`src/rtl/cordic_atan2_pkg.sv`:
```
// Shared definitions for the CORDIC atan2 block.
//   state_t   : controller states (IDLE, ROT, DONE)
//   PHASE_W   : output phase width, a 15-bit fraction of a full turn
//   QUARTER   : 90 degrees in phase units
//   HALF      : 180 degrees in phase units
//   ATAN_TAB  : micro-rotation angles round(atan(2^-k)/(2*pi) * 2^18), k = 0..15
//   phase_to_z: widens a phase value into the guarded angle accumulator format
package cordic_atan2_pkg;

    typedef enum logic [1:0] {
        IDLE = 2'd0,
        ROT  = 2'd1,
        DONE = 2'd2
    } state_t;

    localparam int PHASE_W = 15;
    localparam int Z_GUARD = 3;
    localparam int Z_W     = PHASE_W + Z_GUARD;
    localparam int XY_FRAC = 4;

    localparam logic [PHASE_W-1:0] QUARTER = 15'h2000;
    localparam logic [PHASE_W-1:0] HALF    = 15'h4000;

    // Index 0 is the rightmost entry.
    localparam logic [15:0][Z_W-1:0] ATAN_TAB = {
        18'd1,    18'd3,    18'd5,     18'd10,
        18'd20,   18'd41,   18'd81,    18'd163,
        18'd326,  18'd652,  18'd1303,  18'd2604,
        18'd5188, 18'd10221, 18'd19344, 18'd32768
    };

    function automatic logic [Z_W-1:0] phase_to_z(input logic [PHASE_W-1:0] p);
        return {p, {Z_GUARD{1'b0}}};
    endfunction

endpackage

```
`src/rtl/cordic_atan2_stage.sv`:
```
// One combinational CORDIC vectoring micro-rotation.
//   x_in, y_in, z_in : current vector and accumulated angle
//   shift            : iteration index k (arithmetic shift amount)
//   angle            : atan(2^-k) in accumulator units
//   x_out, y_out     : rotated vector (rotation drives y toward zero)
//   z_out            : updated angle accumulator
module cordic_stage #(
    parameter int XY_W = 15,
    parameter int Z_W  = 18
) (
    input  logic signed [XY_W-1:0] x_in,
    input  logic signed [XY_W-1:0] y_in,
    input  logic        [Z_W-1:0]  z_in,
    input  logic        [3:0]      shift,
    input  logic        [Z_W-1:0]  angle,
    output logic signed [XY_W-1:0] x_out,
    output logic signed [XY_W-1:0] y_out,
    output logic        [Z_W-1:0]  z_out
);

    logic signed [XY_W-1:0] x_sh;
    logic signed [XY_W-1:0] y_sh;

    // Both shifts use the pre-update operands.
    assign x_sh = x_in >>> shift;
    assign y_sh = y_in >>> shift;

    always_comb begin
        x_out = x_in;
        y_out = y_in;
        z_out = z_in;
        if (!y_in[XY_W-1]) begin
            x_out = x_in + y_sh;
            y_out = y_in - x_sh;
            z_out = z_in + angle;
        end else begin
            x_out = x_in - y_sh;
            y_out = y_in + x_sh;
            z_out = z_in - angle;
        end
    end

endmodule

```
`src/rtl/cordic_atan2.sv`:
```
// Iterative CORDIC atan2 / magnitude unit.
// One sample is accepted in IDLE, rotated for ITER cycles (one micro-rotation
// per cycle through a single shared cordic_stage), then held in DONE until
// downstream takes it.
//   clk, rst            : rising-edge clock, synchronous active-high reset
//   in_i, in_q          : signed cos/sin sample, WIDTH bits
//   in_valid / in_ready : input handshake (ready only in IDLE)
//   phase               : atan2(in_q, in_i) as a 15-bit fraction of a turn
//   mag                 : uncompensated magnitude (gain ~1.6468), WIDTH+2 bits
//   zero_flag           : accepted sample was (0,0)
//   out_valid/out_ready : output handshake (valid only in DONE)
// ITER is meant for 8..16.
module cordic_atan2
    import cordic_atan2_pkg::*;
#(
    parameter int WIDTH = 9,
    parameter int ITER  = 12
) (
    input  logic                    clk,
    input  logic                    rst,
    input  logic signed [WIDTH-1:0] in_i,
    input  logic signed [WIDTH-1:0] in_q,
    input  logic                    in_valid,
    output logic                    in_ready,
    output logic [PHASE_W-1:0]      phase,
    output logic [WIDTH+1:0]        mag,
    output logic                    zero_flag,
    output logic                    out_valid,
    input  logic                    out_ready
);

    // Two extra integer bits cover negating -2^(WIDTH-1) and the CORDIC gain.
    localparam int XY_W  = WIDTH + 2 + XY_FRAC;
    localparam int CNT_W = 5;

    state_t state, state_nxt;

    logic        [CNT_W-1:0] cnt;
    logic signed [XY_W-1:0]  x_r, y_r;
    logic        [Z_W-1:0]   z_r;
    logic                    zero_r;

    logic signed [XY_W-1:0]  x_nx, y_nx;
    logic        [Z_W-1:0]   z_nx;
    logic        [Z_W-1:0]   z_rnd;

    logic signed [WIDTH+1:0] i_ext, q_ext;
    logic signed [WIDTH+1:0] x_ld, y_ld;
    logic                    i_neg;
    logic                    rot_last;

    assign in_ready  = (state == IDLE) && !rst;
    assign out_valid = (state == DONE) && !rst;

    assign rot_last  = (cnt == CNT_W'(ITER));

    // Pre-rotation folds the left half-plane onto the right one by a 180
    // degree turn, keeping every angle inside CORDIC's convergence range.
    assign i_ext = {{2{in_i[WIDTH-1]}}, in_i};
    assign q_ext = {{2{in_q[WIDTH-1]}}, in_q};
    assign i_neg = in_i[WIDTH-1];
    assign x_ld  = i_neg ? -i_ext : i_ext;
    assign y_ld  = i_neg ? -q_ext : q_ext;

    // Round half-up from the guarded accumulator; wrap is natural modulo.
    assign z_rnd = z_r + Z_W'(1 << (Z_GUARD - 1));

    cordic_stage #(
        .XY_W (XY_W),
        .Z_W  (Z_W)
    ) u_stage (
        .x_in  (x_r),
        .y_in  (y_r),
        .z_in  (z_r),
        .shift (cnt[3:0]),
        .angle (ATAN_TAB[cnt[3:0]]),
        .x_out (x_nx),
        .y_out (y_nx),
        .z_out (z_nx)
    );

    always_ff @(posedge clk) begin
        if (rst) state <= IDLE;
        else     state <= state_nxt;
    end

    always_comb begin
        state_nxt = state;
        case (state)
            IDLE:    if (in_valid) state_nxt = ROT;
            ROT:     if (rot_last) state_nxt = DONE;
            DONE:    if (out_ready) state_nxt = IDLE;
            default: state_nxt = IDLE;
        endcase
    end

    // ROT spends ITER cycles rotating plus one cycle registering the result,
    // giving ITER+1 cycles from acceptance to out_valid.
    always_ff @(posedge clk) begin
        if (rst) begin
            cnt       <= '0;
            x_r       <= '0;
            y_r       <= '0;
            z_r       <= '0;
            zero_r    <= 1'b0;
            phase     <= '0;
            mag       <= '0;
            zero_flag <= 1'b0;
        end else begin
            case (state)
                IDLE: begin
                    if (in_valid) begin
                        x_r    <= {x_ld, {XY_FRAC{1'b0}}};
                        y_r    <= {y_ld, {XY_FRAC{1'b0}}};
                        z_r    <= i_neg ? phase_to_z(HALF) : '0;
                        zero_r <= (in_i == '0) && (in_q == '0);
                        cnt    <= '0;
                    end
                end
                ROT: begin
                    if (!rot_last) begin
                        x_r <= x_nx;
                        y_r <= y_nx;
                        z_r <= z_nx;
                        cnt <= cnt + 1'b1;
                    end else begin
                        // (0,0) would otherwise report the sum of all table angles.
                        phase     <= zero_r ? '0 : z_rnd[Z_W-1:Z_GUARD];
                        mag       <= zero_r ? '0 : x_r[XY_W-1:XY_FRAC];
                        zero_flag <= zero_r;
                    end
                end
                default: ;
            endcase
        end
    end

endmodule

```
`config.mk`:
```
export PLATFORM = sky130hd
export DESIGN_NAME = cordic_atan2
export DESIGN_NICKNAME = d
export VERILOG_FILES = /design/src/rtl/cordic_atan2_pkg.sv /design/src/rtl/cordic_atan2_stage.sv /design/src/rtl/cordic_atan2.sv
export SDC_FILE = /design/constraint.sdc
export NUM_CORES = 1
export LEC_CHECK = 0
export CORE_UTILIZATION = 55
export DETAILED_ROUTE_END_ITERATION = 6
export PLACE_DENSITY = 0.74
export SLEW_MARGIN = 25
export SYNTH_ARGS = -nofsm -noshare
export SYNTH_HDL_FRONTEND = slang
export SYNTH_HIERARCHICAL = 1
export SYNTH_SLANG_ARGS = --single-unit
```
`constraint.sdc`:
```
create_clock -name clk -period 5.6 [get_ports clk]
set_input_delay 1.12 -clock clk [delete_from_list [all_inputs] [get_ports clk]]
set_output_delay 1.12 -clock clk [all_outputs]
set_load 0.005 [all_outputs]
```
==> impl_metrics.tcl <==
set metrics [dict create \
    power.total_uw 3230 \
    final_core_util_pct 62.1 \
    synth_edf_count 0 \
    detail-route-antenna-nets 0 \
    worstPathCellList "mux4_2 -> a22o_1 -> nor2_1 -> nand3b_1 -> nor3_1 -> a21oi_1 -> xnor2_1 -> ha_1 -> and2_1 -> o21ai_0 -> o31ai_1 -> o41ai_1 -> buf_4 -> or4b_2 -> o211ai_1 -> o211ai_1 -> a21oi_1" \
    wl_per_cell_um 17.0 \
    crit_slowest_cell "dfxtp_2" \
    synthAdderAreaFrac_pct 9.70 \
    p_sw_uw 1360 \
    drt-pass1-iter-count 5 \
    drc 0 \
    setup_viol 0 \
    met2_length_um 9770 \
    row_count 46 \
    place.gp.congestion 0.965 \
    synth_ff_type "dfxtp_1" \
    sw_frac_of_total_pct 42.2 \
    power_frac_seq_pct 27.4 \
    first_iter_violations 703 \
    max-cap-violations 0 \
    period_share_pct 87.5 \
    grt_usage_pct 27.7 \
    cts_buffers 9 \
    fin_crit_ns 4.90 \
    muxShareOfSynthArea_pct 11.1 \
    final_nets 1193 \
    syn_inst 1076 \
    most-common-layout-cells "nor2_1 (113), dfxtp_1 (96), nand2_1 (86)" \
    clk_pin_slew_worst_paths_ns 0.08 \
    synth.distinct_cells 83 \
    tightestPinTransition_ns 0.704 \
    portBuffers 50 \
    initial_utilization_pct 56.1 \
    clkPwrFrac_pct 19.9 \
    syn_avg_cell_area_um2 8.25 \
    grt_overflow_total 0 \
    highest_layer "met4" \
    die_area_um2 16600 \
    worstPathArrival_ns 5.19 \
    cp-start-kind "register" \
    intPower_uw 1870 \
    slowest_delay_ns 0.67 \
    drt-met1-wl_um 10800 \
    grt_pass1_wl_um 36500 \
    timing.fmax_mhz 204 \
    max-vdd-ir-drop_mv 0.169 \
    cts-resized-gates 0 \
    cts_hold_buf 0 \
    clock-root-buffer "clkbuf_16" \
    synth_seq_cells 99 \
    wl_met3_um 1460 \
    dp_hpwl_um 17100 \
    hold_class "reg -> reg" \
    finalInstanceArea_um2 9830 \
    avgViaCountPerCell 6.09 \
    p_leak_uw 0.00383 \
    syn_area_um2 8870 \
    die_y_um 129 \
    syn2layout_area_growth_pct 10.8 \
    nFillCells 1425 \
    synthSimpleGateAreaFrac_pct 20.8 \
    grt_max_degree 53 \
    vias 8063 \
    final_common_cell "nor2_1" \
    finalHoldViolations 0 \
    htree_levels 3 \
    crit_type "reg -> reg" \
    synth_compound_area_share_pct 20.6 \
    ys_warn_count 6 \
    setup_tns_ns 0 \
    synthArstFlopShare_pct 0 \
    rsz0062_at_grt "no" \
    clk_path_buf_depth 2 \
    crit_fanout 24 \
    die_x_um 129 \
    cts_setup_buffers 0 \
    grt_pass1_vias 7054 \
    endpoint_kind "register" \
    io_pins 51 \
    placed_area_um2 9530 \
    status "complete, no violations" \
    drv_slew 0 \
    cts.sinks 99 \
    dp.cells 1309 \
    power_frac_comb_pct 52.8 \
    power.density_nw_per_um2 328 \
    synth-xor-area-share_pct 10.3 \
    slew-limit-headroom_pct 52.7 \
    clk_latency_ns 0.36 \
    wl_um 22500 \
    crit_required_ns 5.88 \
    cts_tree "built" \
    yosysSeqAreaShare_pct 22.3 \
    finClkSkew_ns 0.00841 \
    antenna_found_initial 0 \
    layout-drive-gt1-share_pct 9.29 \
    n_antenna_cell 0 \
    synth_top_family_by_area "simple AND/OR/NAND/NOR gates" \
    coreArea_um2 15800 \
    final_cells 1325 \
]
[path summary, 6_finish.rpt]
path                                        startpoint                      to  slack (ns)  cells after the start
worst max-delay path               cnt[1]$_SDFFE_PP0N_    y_r[13]$_SDFFE_PP0N_        0.70                     17
worst min-delay path            phase[14]$_SDFFE_PP0P_  phase[14]$_SDFFE_PP0P_        0.45                      2
worst max register to register     cnt[1]$_SDFFE_PP0N_    y_r[13]$_SDFFE_PP0N_        0.70                     17
worst min register to register  phase[14]$_SDFFE_PP0P_  phase[14]$_SDFFE_PP0P_        0.45                      2
[logic make-up (layout without fill, tap and decap cells)]
| kind of cell | after synthesis | after routing |
|---|---|---|
| other | 1 | 3 |
| XOR/XNOR | 104 | 104 |
| multiplexers | 59 | 59 |
| flip-flops | 99 | 99 |
| AO/OA/AOI/OAI | 275 | 275 |
| adder cells (fa/ha/maj) | 67 | 67 |
| AND/OR/NAND/NOR | 367 | 367 |
| buffers and inverters | 104 | 135 |
[critical path: cells and delay by family, from the launching register on]
family	cells	cell delay, ns
AOI/OAI and AO/OA	8	1.39
xor gates and xnor gates	1	0.25
adders and majority gates	1	0.30
buffers and inverters	1	0.18
DFF	1	0.67
muxes	1	0.59
and+or+nand+nor	5	1.43
[synth_stat cells (10+ instances only)]
| cell | instances | area (um^2) |
|---|---|---|
| nor2b_1 | 14 | 87.6 |
| a22o_1 | 27 | 236 |
| ha_1 | 64 | 801 |
| nor3b_1 | 14 | 105 |
| xnor2_1 | 77 | 674 |
| mux2_2 | 14 | 158 |
| nand2_1 | 86 | 323 |
| nor3_1 | 38 | 190 |
| o211ai_1 | 16 | 120 |
| dfxtp_1 | 99 | 1980 |
| a21oi_1 | 83 | 415 |
| buf_2 | 16 | 80.1 |
| nand3_1 | 20 | 100 |
| xor2_1 | 27 | 236 |
| inv_1 | 47 | 176 |
| mux4_2 | 19 | 428 |
| nor2_1 | 113 | 424 |
| clkbuf_1 | 28 | 105 |
| a31oi_1 | 20 | 125 |
| o21ai_1 | 10 | 50.1 |
| or3_1 | 10 | 62.6 |
| o21ai_0 | 30 | 150 |
| o31ai_1 | 14 | 105 |
| mux2i_1 | 17 | 170 |
[final cells by class]
class / count / area (um^2) / area share (%)
clock buffers: 9 / 225 / 2.29
clock inverters: 7 / 80.1 / 0.814
inverters: 49 / 186 / 1.90
multi-input cells: 875 / 6440 / 65.5
flip-flops and latches: 99 / 1990 / 20.2
well taps: 216 / 270 / 2.75
repair buffers: 70 / 646 / 6.56
[stage by stage]
step                      setup WS [ns]  hold WS, ns
after floorplan                   0.826        0.432
after global placement            0.607        0.436
after detailed placement          0.413        0.439
after CTS                         0.363        0.449
after global routing              0.327        0.460
final                             0.698        0.445
[power by group through the flow]
stage,clock (uW),sequential (uW),combinational [uW]
finish,641,883,1700
global route,680,893,1900
CTS,653,879,1690
detailed placement,0,896,1670
global placement,0,894,1670
floorplan,0,841,1390
[per-layer routing]
metal / global-route usage, % / up-vias
li1: - / 3985
met1: 40.2 / 3752
met3: 4.34 / 40
met5: 0 / -
met2: 42.2 / 286
met4: 7.96 / 0
Note: power is estimated with default switching activity, not from simulation.
